$ cat config.mk
export PLATFORM = sky130hd
export DESIGN_NAME = axis_stream_in_port
export DESIGN_NICKNAME = d
export VERILOG_FILES = /design/src/rtl/stream_port_pkg.sv /design/src/rtl/axis_line_tracker.sv /design/src/rtl/axis_stream_in_port.sv
export SDC_FILE = /design/constraint.sdc
export NUM_CORES = 1
export LEC_CHECK = 0
export CORE_AREA = 3 3 93 117
export CTS_CLUSTER_DIAMETER = 50
export DETAILED_ROUTE_END_ITERATION = 12
export DIE_AREA = 0 0 96 120
export DONT_BUFFER_PORTS = 1
export GPL_ROUTABILITY_DRIVEN = 0
export GPL_TIMING_DRIVEN = 0
export PLACE_DENSITY = 0.7
export SYNTH_ARGS = -nofsm -noshare
export SYNTH_HDL_FRONTEND = slang
export SYNTH_SLANG_ARGS = --single-unit
$ cat constraint.sdc
create_clock -name clock_i -period 9.7 [get_ports clock_i]
set_clock_uncertainty 0.05 [all_clocks]
set_input_delay 1.455 -clock clock_i [delete_from_list [all_inputs] [get_ports clock_i]]
set_output_delay 1.455 -clock clock_i [all_outputs]
set_load 0.02 [all_outputs]
$ cat src/rtl/stream_port_pkg.sv
// Shared types and constants for the AXI4-Stream video port blocks.
package stream_port_pkg;

    typedef enum logic [1:0] {
        StIdle,
        StWaitSof,
        StActive,
        StDrop
    } state_e;

    localparam string ModeOnce = "ONCE";
    localparam string ModeLine = "LINE";

    // A zero geometry value would make the equality compares unreachable; treat it as 1.
    function automatic logic [15:0] clamp_geom(input logic [15:0] v);
        return (v == 16'd0) ? 16'd1 : v;
    endfunction

endpackage

$ cat src/rtl/axis_line_tracker.sv
// Pixel/line counters with latched frame geometry for the stream-in port.
// On an SOF beat the compare flags use the incoming geometry and zeroed counters, so the
// SOF beat itself can also be the last pixel of the line and of the frame.
module axis_line_tracker
    import stream_port_pkg::*;
(
    input  logic        clock_i,
    input  logic        rst_ni,
    input  logic        sof_i,       // beat restarts the frame (pixel 0, line 0)
    input  logic        pix_i,       // beat is a written pixel
    input  logic        close_i,     // beat closes the current line
    input  logic [15:0] hactive_i,
    input  logic [15:0] vactive_i,
    output logic        pix_last_o,  // this beat is pixel hactive-1
    output logic        line_last_o  // closing now completes vactive lines
);

    logic [15:0] pcnt_q, pcnt_d, lcnt_q, lcnt_d;
    logic [15:0] hact_q, hact_d, vact_q, vact_d;
    logic [15:0] pcnt_eff, lcnt_eff, hact_eff, vact_eff;

    // Effective counters/geometry for the current beat, compare flags and next state.
    always_comb begin
        pcnt_eff    = sof_i ? 16'd0 : pcnt_q;
        lcnt_eff    = sof_i ? 16'd0 : lcnt_q;
        hact_eff    = sof_i ? clamp_geom(hactive_i) : hact_q;
        vact_eff    = sof_i ? clamp_geom(vactive_i) : vact_q;
        pix_last_o  = (pcnt_eff + 16'd1) == hact_eff;
        line_last_o = (lcnt_eff + 16'd1) == vact_eff;

        pcnt_d = pcnt_q;
        lcnt_d = lcnt_q;
        hact_d = hact_eff;
        vact_d = vact_eff;
        if (close_i) begin
            pcnt_d = 16'd0;
            lcnt_d = lcnt_eff + 16'd1;
        end else if (pix_i) begin
            pcnt_d = pcnt_eff + 16'd1;
            lcnt_d = lcnt_eff;
        end
    end

    // Counter and geometry registers.
    always_ff @(posedge clock_i or negedge rst_ni) begin
        if (!rst_ni) begin
            pcnt_q <= 16'd0;
            lcnt_q <= 16'd0;
            hact_q <= 16'd0;
            vact_q <= 16'd0;
        end else begin
            pcnt_q <= pcnt_d;
            lcnt_q <= lcnt_d;
            hact_q <= hact_d;
            vact_q <= vact_d;
        end
    end

endmodule

$ cat src/rtl/axis_stream_in_port.sv
// AXI4-Stream video slave: checks line/frame geometry, writes pixels to the VDMA FIFO and
// emits frame/line/end alignment pulses. Optional error counter: STREAM_IN_ERR_CNT_EN.
module axis_stream_in_port
    import stream_port_pkg::*;
#(
    parameter int unsigned DSIZE = 24,
    parameter string       MODE  = "ONCE"
) (
    input  logic             clock_i,
    input  logic             rst_ni,
    input  logic             enable_i,
    input  logic [15:0]      vactive_i,
    input  logic [15:0]      hactive_i,
    input  logic [DSIZE-1:0] axi_tdata_i,
    input  logic             axi_tvalid_i,
    output logic             axi_tready_o,
    input  logic             axi_tuser_i,
    input  logic             axi_tlast_i,
    input  logic             fifo_afull_i,
    output logic             wr_en_o,
    output logic [DSIZE-1:0] wr_data_o,
    output logic             falign_o,
    output logic             lalign_o,
    output logic             ealign_o,
    output logic             eol_early_o,
    output logic             eol_late_o,
    output logic             sof_err_o,
    output logic [15:0]      err_cnt_o
);

    localparam bit LineMode = (MODE == ModeLine);

    state_e           state_q;
    logic             beat, sof, pix, close;
    logic             pix_last, line_last;
    logic             wr_en_q, falign_q, lalign_q, ealign_q;
    logic             eol_early_q, eol_late_q, sof_err_q;
    logic [DSIZE-1:0] wr_data_q;

    assign axi_tready_o = (state_q != StIdle) && !fifo_afull_i;

    // Beat classification; an SOF in WAIT_SOF is ignored while enable is being dropped.
    always_comb begin
        beat  = axi_tvalid_i && axi_tready_o;
        sof   = beat && axi_tuser_i &&
                ((state_q == StActive) || (state_q == StDrop) ||
                 ((state_q == StWaitSof) && enable_i));
        pix   = sof || (beat && (state_q == StActive));
        close = axi_tlast_i && (pix || (beat && (state_q == StDrop)));
    end

    axis_line_tracker u_tracker (
        .clock_i     (clock_i),
        .rst_ni      (rst_ni),
        .sof_i       (sof),
        .pix_i       (pix),
        .close_i     (close),
        .hactive_i   (hactive_i),
        .vactive_i   (vactive_i),
        .pix_last_o  (pix_last),
        .line_last_o (line_last)
    );

    // Receive FSM with registered FIFO write and pulse outputs.
    always_ff @(posedge clock_i or negedge rst_ni) begin
        if (!rst_ni) begin
            state_q     <= StIdle;
            wr_en_q     <= 1'b0;
            wr_data_q   <= '0;
            falign_q    <= 1'b0;
            lalign_q    <= 1'b0;
            ealign_q    <= 1'b0;
            eol_early_q <= 1'b0;
            eol_late_q  <= 1'b0;
            sof_err_q   <= 1'b0;
        end else begin
            wr_en_q     <= pix;
            falign_q    <= sof;
            sof_err_q   <= sof && ((state_q == StActive) || (state_q == StDrop));
            lalign_q    <= 1'b0;
            ealign_q    <= 1'b0;
            eol_early_q <= 1'b0;
            eol_late_q  <= 1'b0;
            if (pix) begin
                wr_data_q <= axi_tdata_i;
            end
            if (pix) begin
                if (axi_tlast_i) begin
                    if (pix_last) begin
                        lalign_q <= LineMode;
                    end else begin
                        eol_early_q <= 1'b1;
                    end
                    if (line_last) begin
                        ealign_q <= 1'b1;
                        state_q  <= StWaitSof;
                    end else begin
                        state_q <= StActive;
                    end
                end else if (pix_last) begin
                    eol_late_q <= 1'b1;
                    state_q    <= StDrop;
                end else begin
                    state_q <= StActive;
                end
            end else begin
                unique case (state_q)
                    StIdle: begin
                        if (enable_i) state_q <= StWaitSof;
                    end
                    StWaitSof: begin
                        if (!enable_i) state_q <= StIdle;
                    end
                    StActive: begin
                    end
                    StDrop: begin
                        if (close) begin
                            if (line_last) begin
                                ealign_q <= 1'b1;
                                state_q  <= StWaitSof;
                            end else begin
                                state_q <= StActive;
                            end
                        end
                    end
                    default: state_q <= StIdle;
                endcase
            end
        end
    end

    assign wr_en_o     = wr_en_q;
    assign wr_data_o   = wr_data_q;
    assign falign_o    = falign_q;
    assign lalign_o    = lalign_q;
    assign ealign_o    = ealign_q;
    assign eol_early_o = eol_early_q;
    assign eol_late_o  = eol_late_q;
    assign sof_err_o   = sof_err_q;

`ifdef STREAM_IN_ERR_CNT_EN
    logic [15:0] err_cnt_q;

    // Saturating count of cycles with any geometry error pulse.
    always_ff @(posedge clock_i or negedge rst_ni) begin
        if (!rst_ni) begin
            err_cnt_q <= 16'd0;
        end else if ((eol_early_q || eol_late_q || sof_err_q) && (err_cnt_q != 16'hFFFF)) begin
            err_cnt_q <= err_cnt_q + 16'd1;
        end
    end

    assign err_cnt_o = err_cnt_q;
`else
    assign err_cnt_o = 16'd0;
`endif

endmodule

==> impl_metrics.json, run 1 <==
{
  "run_status": "complete, no violations",
  "cp-start-kind": "primary input",
  "routed_wirelength_um": 13200,
  "hold_class": "flop to flop",
  "multiInputGateArea_um2": 2800,
  "synth-seq-cells": 96,
  "leakage_nw": 2.69,
  "synth_flop_cell": "dfrtp_1",
  "rows": 41,
  "cts_made_buffers": 9,
  "grt_usage_pct": 23.8,
  "area_growth_syn_to_layout_pct": 9.68,
  "drtAntennaViolNets": 0,
  "gr-total-overflow": 0,
  "die_area_um2": 11500,
  "htree_levels": 3,
  "grt_pass1_vias": 4389,
  "layout_common_cells": "nand2_1 (107), dfrtp_1 (96), o21ai_0 (34)",
  "antenna_cells": 0,
  "peakVddDrop_mv": 0.109,
  "netlist_instances": 589,
  "grt_pass1_wl_um": 21400,
  "core_um2": 10000,
  "path_clk_slew_ns": 0.07,
  "synth_mux_area_share_pct": 6.15,
  "finalPower_mw": 1.48,
  "clock_sink_count": 96,
  "ys_warn_count": 0,
  "path_cells": "a211o_4, nand3_2, clkbuf_1, clkbuf_1, clkbuf_1, clkbuf_1, and2_1, ha_1, and4_1, buf_2, nor2b_1, a211oi_1, or4_4, a2111oi_4, o2111ai_2, mux2i_1, mux2_2",
  "synth_edf_count": 0,
  "synth_xor_area_share_pct": 8.51,
  "synth.largest_area_cell": "dfrtp_1",
  "fin_tns_setup_ns": 0,
  "synth-compound-area-share_pct": 13.0,
  "drive_above_1_share_pct": 12.4,
  "final_cells": 750,
  "period_minus_slack_ns": 6.22,
  "setup_viol_count_final": 0,
  "wire_per_inst_um": 17.6,
  "nets": 684,
  "die_w_um": 96,
  "hold_buffers": 0,
  "yosysSeqAreaShare_pct": 44.1,
  "maxSlewViolCount": 0,
  "p_per_area_nw_per_um2": 247,
  "synthTopCellsByArea": "dfrtp_1 (44%), nand2_1 (7.4%), mux2_2 (5.8%)",
  "post-cts-setup-buffers": 0,
  "nFillCells": 878,
  "placed_cells": 734,
  "slowest_delay_ns": 0.54,
  "synth_area_um2": 5450,
  "io_pins": 111,
  "fmax_mhz": 161,
  "period_share_pct": 64.1,
  "numPortBuffers": 0,
  "drcViolationCount": 0,
  "critical_path_arrival_ns": 6.45,
  "synth_cell_types": 61,
  "synthArstFlopShare_pct": 100,
  "critical_path_class": "primary input to flop",
  "synth_area_per_cell_um2": 9.26,
  "slew-limit-headroom_pct": 52.2,
  "cts_tree": "built",
  "die_h_um": 120,
  "synthAdderAreaFrac_pct": 1.15,
  "start_util_pct": 54.5,
  "worst-endpoint-required_ns": 9.93,
  "max_cap_viol_count": 0,
  "final_common_cell": "nand2_1",
  "path_delay_family": "buffers and inverters",
  "drt_iter0_markers": 248,
  "register_area_um2": 2400,
  "critPathBufInv": 5,
  "cts_buffer_depth": 2,
  "cp_max_fo": 10,
  "num_vias": 4426,
  "viasPerCell": 5.90,
  "crit_path_frequent_cell": "clkbuf_1",
  "rsz0062_at_grt": "no",
  "synth_top_area_share_pct": 44.1,
  "first_pass_iters": 5,
  "worstMarginPinSlew_ns": 0.712,
  "worstSetupEndpointType": "flop",
  "synth_top_family_by_area": "simple AND/OR/NAND/NOR gates",
  "hpwl_um": 9760,
  "root_buffer": "clkbuf_16",
  "grt_max_degree": 97,
  "cpMaxStageDelayCell": "clkbuf_1",
  "finalHoldViolCount": 0,
  "cts_resized": 0,
  "antenna_found_initial": 0,
  "insertion_delay_ns": 0.34,
  "synthSimpleGateAreaFrac_pct": 21.3
}
-- cells in the mapped netlist, types with 3 or more instances --
| cell | number |
|---|---|
| and4_1 | 5 |
| a31oi_1 | 5 |
| or3_1 | 6 |
| and3_1 | 8 |
| buf_4 | 17 |
| or4_1 | 3 |
| xor2_1 | 25 |
| nand3_1 | 23 |
| o211ai_1 | 4 |
| nor2b_1 | 3 |
| nand3b_1 | 3 |
| nand2_1 | 107 |
| o41ai_1 | 4 |
| nand4_1 | 13 |
| a41oi_1 | 5 |
| a21oi_1 | 15 |
| mux2_2 | 28 |
| inv_1 | 16 |
| clkbuf_1 | 23 |
| o21ai_0 | 34 |
| xnor2_1 | 28 |
| ha_1 | 5 |
| a211oi_1 | 3 |
| nor4_1 | 8 |
| nor3_1 | 9 |
| buf_2 | 5 |
| buf_1 | 4 |
| nor2_1 | 31 |
| nand2b_1 | 4 |
| dfrtp_1 | 96 |
| and2_1 | 4 |
| o31ai_1 | 9 |
-- state kept, by name, indices dropped and copies added, names as in the netlist --
| signal | cells |
|---|---|
| wr_data_o | 24 |
| u_tracker.hact_q | 16 |
| u_tracker.lcnt_q | 16 |
| u_tracker.pcnt_q | 16 |
| u_tracker.vact_q | 16 |
| state_q | 2 |
| ealign_o | 1 |
| eol_early_o | 1 |
| eol_late_o | 1 |
| falign_o | 1 |
| sof_err_o | 1 |
| wr_en_o | 1 |
-- layer usage --
layer  track usage, %  vias to the layer above  share of wire [%]
li1                 -                     2088                  -
met1             29.2                     2136                 39
met5                0                        -                  0
met2             39.3                      166                 51
met4             11.5                        0                3.7
met3             4.58                       36                6.3
-- logic make-up after synthesis --
family          after synthesis
compound gates              102
other cells                   1
flops                        96
simple gates                237
xor+xnor                     53
mux                          30
fa+ha+maj                     5
buf+inv                      65
-- report_power, final --
| group | internal (mW) | leakage (nW) | switching [mW] |
|---|---|---|---|
| Clock | 0.210 | 0.152 | 0.158 |
| Sequential | 0.522 | 1.25 | 0.152 |
| Combinational | 0.202 | 1.29 | 0.231 |
| Total | 0.934 | 2.69 | 0.542 |
-- stage by stage --
stage | hold slack [ns] | utilization [%] | setup slack [ns] | cell area [um^2]
finish | 0.452 | 59.8 | 3.48 | 5980
global route | 0.470 | 59.8 | 3.16 | 5980
CTS | 0.453 | 59.8 | 3.47 | 5980
detailed placement | 0.435 | 56.7 | 3.14 | 5670
global placement | 0.432 | 56.7 | 3.22 | 5670
floorplan | 0.414 | - | 4.44 | 5510
-- final timing paths --
| path | start | to | slack [ns] | cells after the start |
|---|---|---|---|---|
| setup reg to reg | state_q[0] | state_q[0] | 3.75 | 19 |
| hold / removal | u_tracker.vact_q[12] | u_tracker.vact_q[12] | 0.45 | 2 |
| min in group asynchronous | rst_ni | u_tracker.lcnt_q[4] | 0.75 | 0 |
| setup / recovery | enable_i | state_q[0] | 3.48 | 17 |
| max in group asynchronous | rst_ni | wr_data_o[16] | 8.72 | 0 |
| hold reg to reg | u_tracker.vact_q[12] | u_tracker.vact_q[12] | 0.45 | 2 |
-- cell type report --
class / instances / share of cell area, %
Tap cell: 129 / 2.70
Sequential cell: 96 / 40.2
Clock buffer: 11 / 4.06
Buffer: 49 / 4.25
Multi-Input combinational cell: 444 / 46.8
Inverter: 16 / 1.00
Clock inverter: 5 / 1.07
-- worst min-delay path, cell delays in order, from the launching register on --
cell	delay, ns
dfrtp_1	0.36
nand2_1	0.05
nand2_1	0.05
No activity file was read; power rests on OpenSTA's default activity.
==> run 2, diff against run 1 <==
--- a/config.mk
+++ b/config.mk
@@ -12,7 +12,7 @@
 export DONT_BUFFER_PORTS = 1
 export GPL_ROUTABILITY_DRIVEN = 0
 export GPL_TIMING_DRIVEN = 0
-export PLACE_DENSITY = 0.7
+export PLACE_DENSITY = 0.73
 export SYNTH_ARGS = -nofsm -noshare
 export SYNTH_HDL_FRONTEND = slang
 export SYNTH_SLANG_ARGS = --single-unit
==> constraint.sdc (replaced) <==
create_clock -name clock_i -period 5.45 [get_ports clock_i]
set_clock_uncertainty 0.05 [all_clocks]
set_input_delay 0.8175 -clock clock_i [delete_from_list [all_inputs] [get_ports clock_i]]
set_output_delay 0.8175 -clock clock_i [all_outputs]
set_load 0.02 [all_outputs]
==> impl_metrics.json, run 2 (same netlist as run 1, synthesis figures left out) <==
{
  "run_status": "complete, no violations",
  "die_h_um": 120,
  "max_cap_viol_count": 0,
  "grtUsageMet3_pct": 5.58,
  "worstMarginPinSlew_ns": 0.693,
  "hpwl_um": 9760,
  "leakage_nw": 2.73,
  "num_vias": 4378,
  "area_growth_syn_to_layout_pct": 10.6,
  "drive_above_1_share_pct": 13.5,
  "io_pins": 111,
  "final_common_cell": "nand2_1",
  "critical_path_class": "flop to flop",
  "cts_buffer_depth": 2,
  "numPortBuffers": 0,
  "grt_pass1_wl_um": 21600,
  "r2r-start": "state_q[0]",
  "drtAntennaViolNets": 0,
  "layout_common_cells": "nand2_1 (107), dfrtp_1 (96), o21ai_0 (34)",
  "routed_wirelength_um": 13400,
  "reg2reg_to": "state_q[0]",
  "htree_levels": 3,
  "cp-start-kind": "flop",
  "gr-total-overflow": 0,
  "first_pass_iters": 5,
  "peakVddDrop_mv": 0.229,
  "nFillCells": 879,
  "wire_per_inst_um": 17.7,
  "grt_busiest_layer": "met2",
  "worstSetupEndpointType": "flop",
  "setup_viol_count_final": 0,
  "viasPerCell": 5.81,
  "finalPower_mw": 2.67,
  "die_w_um": 96,
  "grt_max_degree": 97,
  "nets": 687,
  "period_minus_slack_ns": 5.10,
  "grtUsageMet1_pct": 29.9,
  "hold_class": "primary input to asynchronous set/reset pin",
  "p_per_area_nw_per_um2": 443,
  "slew-limit-headroom_pct": 53.2,
  "clock_sink_count": 96,
  "utilization_pct": 60.3,
  "grt_util_met2_pct": 40.6,
  "grt_usage_pct": 24.1,
  "cts_tree": "built",
  "r2r_slack_ns": 0.35,
  "rows": 41,
  "period_share_pct": 93.6,
  "largest_reg_flops": 24,
  "root_buffer": "clkbuf_16",
  "slowest_delay_ns": 0.58,
  "core_um2": 10000,
  "antenna_cells": 0,
  "critical_path_arrival_ns": 5.34,
  "grt_pass1_vias": 4453,
  "die_area_um2": 11500,
  "worst-endpoint-required_ns": 5.69,
  "path_cells": "inv_1, ha_1, nor3b_4, buf_4, nand3_2, buf_2, clkbuf_2, clkbuf_4, clkbuf_2, and2_1, ha_1, and4_1, buf_2, nand2_1, o311ai_1, or4_4, a2111oi_4, o2111ai_2, mux2i_1, mux2_2",
  "path_clk_slew_ns": 0.07,
  "cpMaxStageDelayCell": "or4_4",
  "fmax_mhz": 196,
  "drcViolationCount": 0,
  "maxSlewViolCount": 0,
  "insertion_delay_ns": 0.34,
  "rsz0062_at_grt": "no",
  "cp_max_fo": 10,
  "critPathBufInv": 7,
  "path_delay_family": "simple AND/OR/NAND/NOR gates",
  "rr_worst_depth": 20,
  "cts_made_buffers": 9,
  "start_util_pct": 54.5,
  "antenna_found_initial": 0,
  "finalHoldViolCount": 0,
  "drt_iter0_markers": 311
}
[run 2: what timing repair did]
item | 4_1_cts | 5_1_grt
hold buffers | 0 | 0
setup buffers | 0 | 3
endpoints found under the setup margin | 3 | 3
pin swaps | 0 | 1
resized for setup | 4 | 5
[run 2: stage by stage]
stage / hold slack [ns] / setup TNS (ns) / cell area [um^2] / setup slack, ns / instances
final: 0.112 / 0 / 6030 / 0.351 / 753
after global routing: 0.0942 / 0 / 6030 / 0.0124 / 753
after detailed placement: 0.438 / -1.20 / 5670 / -0.479 / 734
after floorplan: 0.414 / 0 / 5510 / 0.831 / 605
after global placement: 0.432 / -0.859 / 5670 / -0.363 / 734
after CTS: 0.102 / 0 / 6000 / 0.0544 / 750
[run 2: worst max-delay path by stage]
stage | cells after the start | to | startpoint | slack, ns
floorplan | 17 | state_q[0] | enable_i | 0.83
global placement | 17 | state_q[0] | enable_i | -0.36
detailed placement | 17 | state_q[0] | enable_i | -0.48
CTS | 19 | state_q[0] | state_q[0] | 0.05
global route | 19 | state_q[0] | state_q[0] | 0.01
finish | 20 | state_q[0] | state_q[0] | 0.35
[run 2: cell type report]
class / count / area (um^2) / area share, %
clock inverter: 6 / 91.3 / 1.51
clock buffer: 10 / 229 / 3.80
sequential: 96 / 2400 / 39.8
timing repair buffer: 3 / 22.5 / 0.373
multi-input combinational: 444 / 2800 / 46.5
tap: 129 / 161 / 2.68
buffer: 49 / 262 / 4.34
inverter: 16 / 60.1 / 0.996
[run 2: metal layers]
metal / up-vias / wire (um)
met5: - / 0
met4: 0 / 324
met3: 28 / 847
met2: 164 / 6830
met1: 2090 / 5350
li1: 2096 / -
[run 2: power breakdown]
| group | internal [mW] | switching [mW] | total, mW |
|---|---|---|---|
| Combinational | 0.366 | 0.417 | 0.783 |
| Sequential | 0.929 | 0.275 | 1.20 |
| Clock | 0.406 | 0.281 | 0.687 |
